==> config.mk <==
export PLATFORM = sky130hd
export DESIGN_NAME = keypad_scanner
export DESIGN_NICKNAME = d
export VERILOG_FILES = /design/src/rtl/keypad_pkg.sv /design/src/rtl/sync_2ff.sv /design/src/rtl/keypad_scanner.sv
export SDC_FILE = /design/constraint.sdc
export NUM_CORES = 1
export LEC_CHECK = 0
export CORE_ASPECT_RATIO = 1.4
export CORE_MARGIN = 5
export CORE_UTILIZATION = 25
export DETAILED_ROUTE_END_ITERATION = 10
export DONT_BUFFER_PORTS = 1
export PLACE_DENSITY_LB_ADDON = 0.1
export SLEW_MARGIN = 20
export SYNTH_ARGS = -nofsm -noshare
export SYNTH_HDL_FRONTEND = slang
export SYNTH_SLANG_ARGS = --single-unit
==> constraint.sdc <==
create_clock -name clk -period 2.7 [get_ports clk]
set_input_delay 0.405 -clock clk [delete_from_list [all_inputs] [get_ports clk]]
set_output_delay 0.405 -clock clk [all_outputs]
set_load 0.03 [all_outputs]
==> src/rtl/keypad_pkg.sv <==
// Shared types and helpers for the 4x4 keypad scanner: FSM states, the column
// settle window and the row/column to hex key-code map.
package keypad_pkg;

  typedef enum logic [1:0] {
    SCAN     = 2'd0,
    DEBOUNCE = 2'd1,
    HELD     = 2'd2,
    RELEASE  = 2'd3
  } state_t;

  localparam int SETTLE_CYCLES = 3;

  // Layout by row: 1 2 3 A / 4 5 6 B / 7 8 9 C / E 0 F D
  function automatic logic [3:0] key_map(input logic [1:0] row_idx,
                                         input logic [1:0] col_idx);
    logic [3:0] v;
    case ({row_idx, col_idx})
      4'h0:    v = 4'h1;
      4'h1:    v = 4'h2;
      4'h2:    v = 4'h3;
      4'h3:    v = 4'hA;
      4'h4:    v = 4'h4;
      4'h5:    v = 4'h5;
      4'h6:    v = 4'h6;
      4'h7:    v = 4'hB;
      4'h8:    v = 4'h7;
      4'h9:    v = 4'h8;
      4'hA:    v = 4'h9;
      4'hB:    v = 4'hC;
      4'hC:    v = 4'hE;
      4'hD:    v = 4'h0;
      4'hE:    v = 4'hF;
      default: v = 4'hD;
    endcase
    return v;
  endfunction

endpackage

==> src/rtl/sync_2ff.sv <==
// Two-flop synchronizer for asynchronous level inputs; resets to all-ones so
// idle pulled-up lines read as inactive straight out of reset.
module sync_2ff #(
  parameter int WIDTH = 4
) (
  input  logic             clk,
  input  logic             rst_n,
  input  logic [WIDTH-1:0] i_d,
  output logic [WIDTH-1:0] o_q
);

  logic [WIDTH-1:0] r_meta;
  logic [WIDTH-1:0] r_sync;

  always_ff @(posedge clk or negedge rst_n) begin
    if (!rst_n) begin
      r_meta <= '1;
      r_sync <= '1;
    end else begin
      r_meta <= i_d;
      r_sync <= r_meta;
    end
  end

  assign o_q = r_sync;

endmodule

==> src/rtl/keypad_scanner.sv <==
// 4x4 keypad scanner: rotates an active-low column strobe, debounces one key at
// a time with a shared counter and reports it as a key code plus valid strobe.
module keypad_scanner
  import keypad_pkg::*;
#(
  parameter logic [21:0] SCAN_DIVIDER     = 22'd48000,
  parameter logic [21:0] DEBOUNCE_DIVIDER = 22'd240000
) (
  input  logic       clk,
  input  logic       reset,
  input  logic [3:0] rows,
  output logic [3:0] cols,
  output logic [3:0] key,
  output logic       key_valid,
  output logic       key_held,
  output logic [1:0] dbg_state
);

  localparam logic [21:0] SETTLE_CNT = 22'(SETTLE_CYCLES);

  if (DEBOUNCE_DIVIDER < 22'd2) begin : g_bad_debounce
    $error("keypad_scanner: DEBOUNCE_DIVIDER must be at least 2");
  end
  if (SCAN_DIVIDER <= SETTLE_CNT + 22'd1) begin : g_bad_scan
    $error("keypad_scanner: SCAN_DIVIDER must exceed SETTLE_CYCLES+1");
  end

  state_t      r_state, w_state_nxt;
  logic [21:0] r_cnt, w_cnt_nxt;
  logic [1:0]  r_col_idx, w_col_nxt;
  logic [3:0]  r_pat, w_pat_nxt;
  logic [3:0]  r_key, w_key_nxt;
  logic        r_key_valid, w_valid_nxt;
  logic        r_key_held, w_held_nxt;
  logic [3:0]  w_rows_s;
  logic        w_one_low;
  logic [1:0]  w_row_idx;

  sync_2ff #(.WIDTH(4)) u_rows_sync (
    .clk   (clk),
    .rst_n (reset),
    .i_d   (rows),
    .o_q   (w_rows_s)
  );

  // Multi-key presses are rejected so the captured pattern names one row.
  assign w_one_low = $onehot(~w_rows_s);

  always_comb begin
    case (r_pat)
      4'b1110: w_row_idx = 2'd0;
      4'b1101: w_row_idx = 2'd1;
      4'b1011: w_row_idx = 2'd2;
      default: w_row_idx = 2'd3;
    endcase
  end

  always_comb begin
    w_state_nxt = r_state;
    w_cnt_nxt   = r_cnt;
    w_col_nxt   = r_col_idx;
    w_pat_nxt   = r_pat;
    w_key_nxt   = r_key;
    w_valid_nxt = 1'b0;
    w_held_nxt  = r_key_held;
    case (r_state)
      SCAN: begin
        if (r_cnt >= SETTLE_CNT && w_one_low) begin
          w_pat_nxt   = w_rows_s;
          w_cnt_nxt   = '0;
          w_state_nxt = DEBOUNCE;
        end else if (r_cnt == SCAN_DIVIDER - 22'd1) begin
          w_cnt_nxt = '0;
          w_col_nxt = r_col_idx + 2'd1;
        end else begin
          w_cnt_nxt = r_cnt + 22'd1;
        end
      end
      DEBOUNCE: begin
        if (w_rows_s != r_pat) begin
          w_cnt_nxt   = '0;
          w_state_nxt = SCAN;
        end else if (r_cnt == DEBOUNCE_DIVIDER - 22'd1) begin
          w_key_nxt   = key_map(w_row_idx, r_col_idx);
          w_valid_nxt = 1'b1;
          w_held_nxt  = 1'b1;
          w_cnt_nxt   = '0;
          w_state_nxt = HELD;
        end else begin
          w_cnt_nxt = r_cnt + 22'd1;
        end
      end
      HELD: begin
        if (w_rows_s == 4'b1111) begin
          w_cnt_nxt   = '0;
          w_state_nxt = RELEASE;
        end
      end
      RELEASE: begin
        // Any low row, on this or a stray key, counts as still held.
        if (w_rows_s != 4'b1111) begin
          w_state_nxt = HELD;
        end else if (r_cnt == DEBOUNCE_DIVIDER - 22'd1) begin
          w_held_nxt  = 1'b0;
          w_col_nxt   = r_col_idx + 2'd1;
          w_cnt_nxt   = '0;
          w_state_nxt = SCAN;
        end else begin
          w_cnt_nxt = r_cnt + 22'd1;
        end
      end
      default: w_state_nxt = SCAN;
    endcase
  end

  always_ff @(posedge clk or negedge reset) begin
    if (!reset) begin
      r_state     <= SCAN;
      r_cnt       <= '0;
      r_col_idx   <= '0;
      r_pat       <= 4'b1111;
      r_key       <= 4'h0;
      r_key_valid <= 1'b0;
      r_key_held  <= 1'b0;
    end else begin
      r_state     <= w_state_nxt;
      r_cnt       <= w_cnt_nxt;
      r_col_idx   <= w_col_nxt;
      r_pat       <= w_pat_nxt;
      r_key       <= w_key_nxt;
      r_key_valid <= w_valid_nxt;
      r_key_held  <= w_held_nxt;
    end
  end

  assign cols      = ~(4'b0001 << r_col_idx);
  assign key       = r_key;
  assign key_valid = r_key_valid;
  assign key_held  = r_key_held;
  assign dbg_state = r_state;

endmodule
# Word-level counts from Yosys, hierarchy flattened
# Memories as Yosys holds them, arrays and structs flattened. A register that Yosys moved wholly into a read port is not among the register bits.
# Cells that the tools add are included.
# op_classes
div	0
multipliers	0
n_addsub	5
order_cmp	1
reduce_logical	11
n_mux	28
n_eq_ne	22
n_shift	1
n_bitwise	3
# ops
cell	count
$mux 22	6
$pmux 22 s4	1
$add 22x1->22 const B	1
$eq 22x16->1 const B	1
$eq 22x18->1 const B	1
$ge 22x2->1 const B	1
$mux 2	10
$eq 4x4->1 const B	4
$ne 2x2->1 const B	8
$reduce_and 5->1	2
$not 4->4	2
$pmux 2 s4	1
$mux 1	7
$ne 3x3->1 const B	2
$pmux 2 s3	1
$add 1x1->2	2
$eq 2x2->1 const B	2
$ne 4x4->1	1
$ne 4x4->1 const B	1
$pmux 2 s2	1
$reduce_and 2->1	2
$reduce_and 4->1	1
$reduce_bool 2->1	2
$shl 1x2->4 const A	1
10 further kinds	10
# word_totals
mem_count	1
latchBits	0
reg_bits	40
output_inout_bits	12
ramBits	0
rom_bits	64
# memory_table
name	depth	word_bits	read_ports	rd_ports_with_merged_regs	wr	line	source
(name not given)	16	4	1	1	0	keypad_pkg.sv:18	case ({row_idx, col_idx})

# Logic depth before layout (Yosys ltp)
# depth
word_depth	7
mapped_depth	11

# By module
# A second synthesis with hierarchy kept.
# unflattened
hier_cells	243
area_unflattened_um2	2398.6
# by_module_without_submodules
mod	instances	seq_area_each_um2	area_each_um2	cells_per_inst
keypad_scanner	1	905.9	2188.3	235
sync_2ff	1	210.2	210.2	8

# Least setup slack after synthesis
# OpenSTA, ideal clock, no wires.
# synth_timing
path_kind	register to register
start	register u_rows_sync.r_sync[1] (netlist: u_rows_sync.o_q[1])
end	register r_col_idx[1]
synth_period_minus_slack_ps	2754
stages_incl_launch_ff	10
path_slack_ps	-54
arrival_ps	2629
path_buffers	0
required_ps	2575
cell_sequence	dfstp_2 > fa_1 > inv_1 > ha_1 > ha_1 > or3b_2 > nand2_1 > o21ai_0 > a21boi_0 > mux2_2
# synth_between
elab_chain_cells	7
elab_cells_between_ends	9
cone_classes	add/sub (2); eq/ne (4); bitwise (1); reduce/logical (2)
# synth_rtl
element	line	source
start, declared	sync_2ff.sv:13	logic [WIDTH-1:0] r_sync;
start signal, assigned	sync_2ff.sv:21	r_sync <= r_meta;
$not 4->4	keypad_scanner.sv:47	assign w_one_low = $onehot(~w_rows_s);
$add 1x1->2 (not written as such)	keypad_scanner.sv:47	
$add 2x2->3 (not written as such)	keypad_scanner.sv:47	
$eq 3x1->1	keypad_scanner.sv:47	
$logic_and 1x1->1	keypad_scanner.sv:68	if (r_cnt >= SETTLE_CNT && w_one_low) begin
$ne 2x2->1 (no line)	n/a	
$reduce_and 5->1 (no line) *	n/a	
end signal, assigned	keypad_scanner.sv:128	r_col_idx <= w_col_nxt;
end, declared	keypad_scanner.sv:30	logic [1:0] r_col_idx, w_col_nxt;
# Mark *: on every way between the ends. The rest lies on a longest branch, timed or not.
# A chain may end at the register's enable or synchronous reset.

# Final worst setup path
# layout_timing
start	register u_rows_sync.r_sync[3] (netlist: u_rows_sync.o_q[3])
end	register r_cnt[8]
# layout_between
elab_chain_cells	7
elab_cells_between_ends	14
cone_classes	add/sub (2); eq/ne (6); mux (3); bitwise (1); reduce/logical (2)
# layout_rtl
element	line	source
$not 4->4	keypad_scanner.sv:47	
$add 1x1->2 (not written as such)	keypad_scanner.sv:47	
$add 2x2->3 (not written as such)	keypad_scanner.sv:47	
$eq 3x1->1	keypad_scanner.sv:47	
$logic_and 1x1->1	keypad_scanner.sv:68	
$mux 22	keypad_scanner.sv:68	
$pmux 22 s4	keypad_scanner.sv:66	case (r_state)
end signal, assigned	keypad_scanner.sv:127	r_cnt <= w_cnt_nxt;
end, declared	keypad_scanner.sv:29	logic [21:0] r_cnt, w_cnt_nxt;
# Parallel ways exist; a longest one is shown, timed or not.

==> results.toml <==
[cts]
cts_htree_levels = 2
cts-buffers-inserted = 5
clk_latency_ps = 290
cts_sinks = 44
cts_tree = "yes"
cts.clk_slew.worst_paths_ps = 60
cts_root_buf = "sky130_fd_sc_hd__clkbuf_16"
cts_max_path_buffers = 2

[placement]
place_area_mm2 = 0.00264
pre_cts_slack_ps = -72.9
gp_congestion = 0.714
dp.cells = 365
dp_hpwl_mm = 4.19
portBuffers = 0

[timing]
hold_ws_ps = 110
worstMarginPinSlew_ps = 587
finalHoldViolCount = 0
timing.final.crit_period_ps = 2630
final_max_slew_viol_count = 0
timing.slew.headroom_pct = 60.8
final.setup.worst_slack_ps = 67.9
fmax_mhz = 380
grt_setup_unrepaired = "true"
min_period_over_period_pct = 97.5
setup_tns_ps = 0
setup_viol = 0
timing.clock.skew_ps = 5.88

[routing]
drt_wl_total_mm = 5.71
detail_route.first_pass.iterations = 4
drt-initial-drc-count = 93
detail_route.drc_violations = 0
via_per_inst = 4.83
detailroute.via_count = 1825
count_of_nets_left_with_antenna_violations_after_detail_routing = 0
wl_per_cell_um = 15.1

[run_status]
status = "finished, final reports clean"

[setup_path]
critical_path_buf_inv_count = 2
worst_path_dominant_cell_family = "adder cells"
worstSetupEndpointType = "register"
cp_cell_sequence = "fa_1 > inv_2 > ha_4 > ha_4 > or3b_4 > nand2_4 > o21ai_4 > o2bb2ai_4 > clkbuf_16 > a22o_4"
startpoint_type = "register"
worstPathArrival_ps = 2810
critPathMostFrequentCell = "sky130_fd_sc_hd__ha_4"
cell_at_the_slowest_stage_of_the_critical_path = "sky130_fd_sc_hd__dfstp_2"
crit_fanout = 6
critical-path-max-stage-delay_ps = 550
worstPathRequired_ps = 2880
critical_path_class = "register to register"

[global_routing]
grt_util_met1_pct = 11.8
grt_pass1_vias = 1917
global_route.usage.met3_pct = 2.92
grt_max_degree = 45
grt_most_used_layer = "met2"
globalRouteOverflowTotal = 0
grt_first_pass_wirelength_mm = 9.66
grt_antenna_before_repair = 0
gr_util_met2_pct = 18.8
grt_use_total_pct = 10.6

[power_and_ir_drop]
relative_contribution_of_the_clock_network_to_total_power_pct = 30.8
net-switching-power_uw = 695
total_leakage_power_nw = 1.31
powerDensity_mw_per_mm2 = 745
p_seq_share_pct = 38.0
combinationalPowerShare_pct = 31.1
total_power_mw = 2.23
swShare_pct = 31.1
p_int_mw = 1.54
worst_ir_drop_vdd_mv = 0.271

[yosys]
ys_warn_count = 0
ys_ff_latch = 44
synth-main-ff-cell = "sky130_fd_sc_hd__dfrtp_1"
most_area_hungry_cell_type_in_the_yosys_netlist = "sky130_fd_sc_hd__dfrtp_1"
synth-adder-area-share_pct = 6.03
mappedNetlistArea_mm2 = 0.00241
post_synth_num_cell_types = 43
synth.mux.area_fraction_pct = 3.74
synth.top_cells.by_area = "sky130_fd_sc_hd__dfrtp_1 33%, sky130_fd_sc_hd__dfstp_2 13%, sky130_fd_sc_hd__xor2_1 5.8%"
postSynthNetCount = 263
simple_gate_portion_of_the_synthesized_area_pct = 22.8
synth_top_family_by_area = "simple AND/OR/NAND/NOR gates"
synth_enable_flop_cells = 0
synth_top_area_share_pct = 33.2
syn-instance-count = 246
ys_async_sr_fraction_pct = 100
synthesis.area_per_instance_um2 = 9.79
synth_xor_area_share_pct = 7.27
synth_compound_area_share_pct = 8.94
synth-seq-area-share_pct = 46.3

[layout]
final_design_area_no_fill_mm2 = 0.00300
diodes = 0
utilization_pct = 31.7
synthToLayoutAreaGrowth_pct = 24.4
ratio_of_cells_with_drive_above_1_in_the_final_layout_pct = 25.7
fin_cells = 378
fillerInstances = 988
finish.net_count = 284

[floorplanning]
pin_count = 18
floorplan_die_area_mm2 = 0.0117
initial_utilization_pct = 25.5
core-area_mm2 = 0.00946
die_w_um = 93.0
std_cell_rows = 42
die_height_um = 126

[run]
max_cap_violations = 0

[worst_hold_path]
hp-class = "input pin to register"
cell usage in the layout, fill, tap and decap left out, drive strengths merged, types with 5 or more instances in the layout:
cell    Yosys  final
clkbuf      3      8
nor4        5      5
ha         10     10
nand2      24     24
dfstp      12     12
and3        7      7
nand4      10     10
mux2        6      6
inv        18     18
nor2       29     29
xor2       16     16
a21oi       8      8
nor3        7      7
o21ai      13     13
buf         4     19
nand3      14     14
dfrtp      32     32
flip-flops by register name, summed over array words and instances (netlist names):
name,flops
r_col_idx,2
r_pat,4
u_rows_sync.r_meta,4
key_valid,1
dbg_state,2
key,4
u_rows_sync.o_q,4
key_held,1
r_cnt,22
cell usage after synthesis (all sizes together), types with 7 or more instances:
| master | n |
|---|---|
| a21oi | 8 |
| and3 | 7 |
| dfrtp | 32 |
| dfstp | 12 |
| ha | 10 |
| inv | 18 |
| nand2 | 24 |
| nand3 | 14 |
| nand4 | 10 |
| nor2 | 29 |
| nor3 | 7 |
| o21ai | 13 |
| xor2 | 16 |
what timing repair did:
item / in CTS / in global routing
setup buffers: 1 / 1
gates cloned: 0 / 1
pin swaps: 1 / 7
endpoints found under the hold margin: 44 / 0
gates resized for setup: 2 / 19
hold buffers: 2 / 0
endpoints found under the setup margin: 22 / 27
worst paths after layout:
path / endpoint / cells past startpoint / from / slack, ps
max: r_cnt[8]$_DFFE_PN0P_ / 10 / u_rows_sync.o_q[3]$_DFF_PN1_ / 70
min: u_rows_sync.r_meta[3]$_DFF_PN1_ / 0 / rows[3] / 110
max reg2reg: r_cnt[8]$_DFFE_PN0P_ / 10 / u_rows_sync.o_q[3]$_DFF_PN1_ / 70
min reg2reg: u_rows_sync.o_q[0]$_DFF_PN1_ / 0 / u_rows_sync.r_meta[0]$_DFF_PN1_ / 360
max in group asynchronous: u_rows_sync.o_q[1]$_DFF_PN1_ / 2 / reset / 1810
min in group asynchronous: r_col_idx[1]$_DFFE_PN0P_ / 2 / reset / 630
power groups by stage:
stage / Clock [mW] / Sequential (mW) / Combinational (mW)
after floorplan: 0 / 0.844 / 0.370
after global routing: 0.748 / 0.862 / 0.768
final: 0.688 / 0.849 / 0.695
after global placement: 0 / 0.862 / 0.552
after CTS: 0.718 / 0.850 / 0.584
after detailed placement: 0 / 0.860 / 0.550
worst register-to-register path, cell delays in order (launching register included):
cell and delay (ps):
sky130_fd_sc_hd__dfstp_2 550, sky130_fd_sc_hd__fa_1 430, sky130_fd_sc_hd__inv_2 80, sky130_fd_sc_hd__ha_4 130, sky130_fd_sc_hd__ha_4 190, sky130_fd_sc_hd__or3b_4 410, sky130_fd_sc_hd__nand2_4 70, sky130_fd_sc_hd__o21ai_4 70
sky130_fd_sc_hd__o2bb2ai_4 190, sky130_fd_sc_hd__clkbuf_16 200, sky130_fd_sc_hd__a22o_4 200
cell families (layout without fill, tap and decap cells):
family	after synthesis	count (layout)
buf+inv	25	47
fa+ha+maj	11	11
compound gates	33	33
flops	44	44
mux	7	7
simple gates	106	106
xor+xnor	20	20
routing by layer:
layer	up-vias	routed length (um)
met5	-	0
met1	898	2340
met4	0	104
met3	6	220
li1	896	-
met2	25	3050
cell type report:
| cell class | count | area (um^2) | area share, % |
|---|---|---|---|
| clock inverters | 1 | 8.76 | 0.292 |
| multi-input cells | 177 | 1280 | 42.7 |
| well taps | 110 | 138 | 4.59 |
| repair buffers | 21 | 223 | 7.43 |
| flip-flops and latches | 44 | 1120 | 37.2 |
| inverters | 18 | 67.6 | 2.25 |
| clock buffers | 7 | 164 | 5.47 |
No activity file was read; power rests on OpenSTA's default activity.
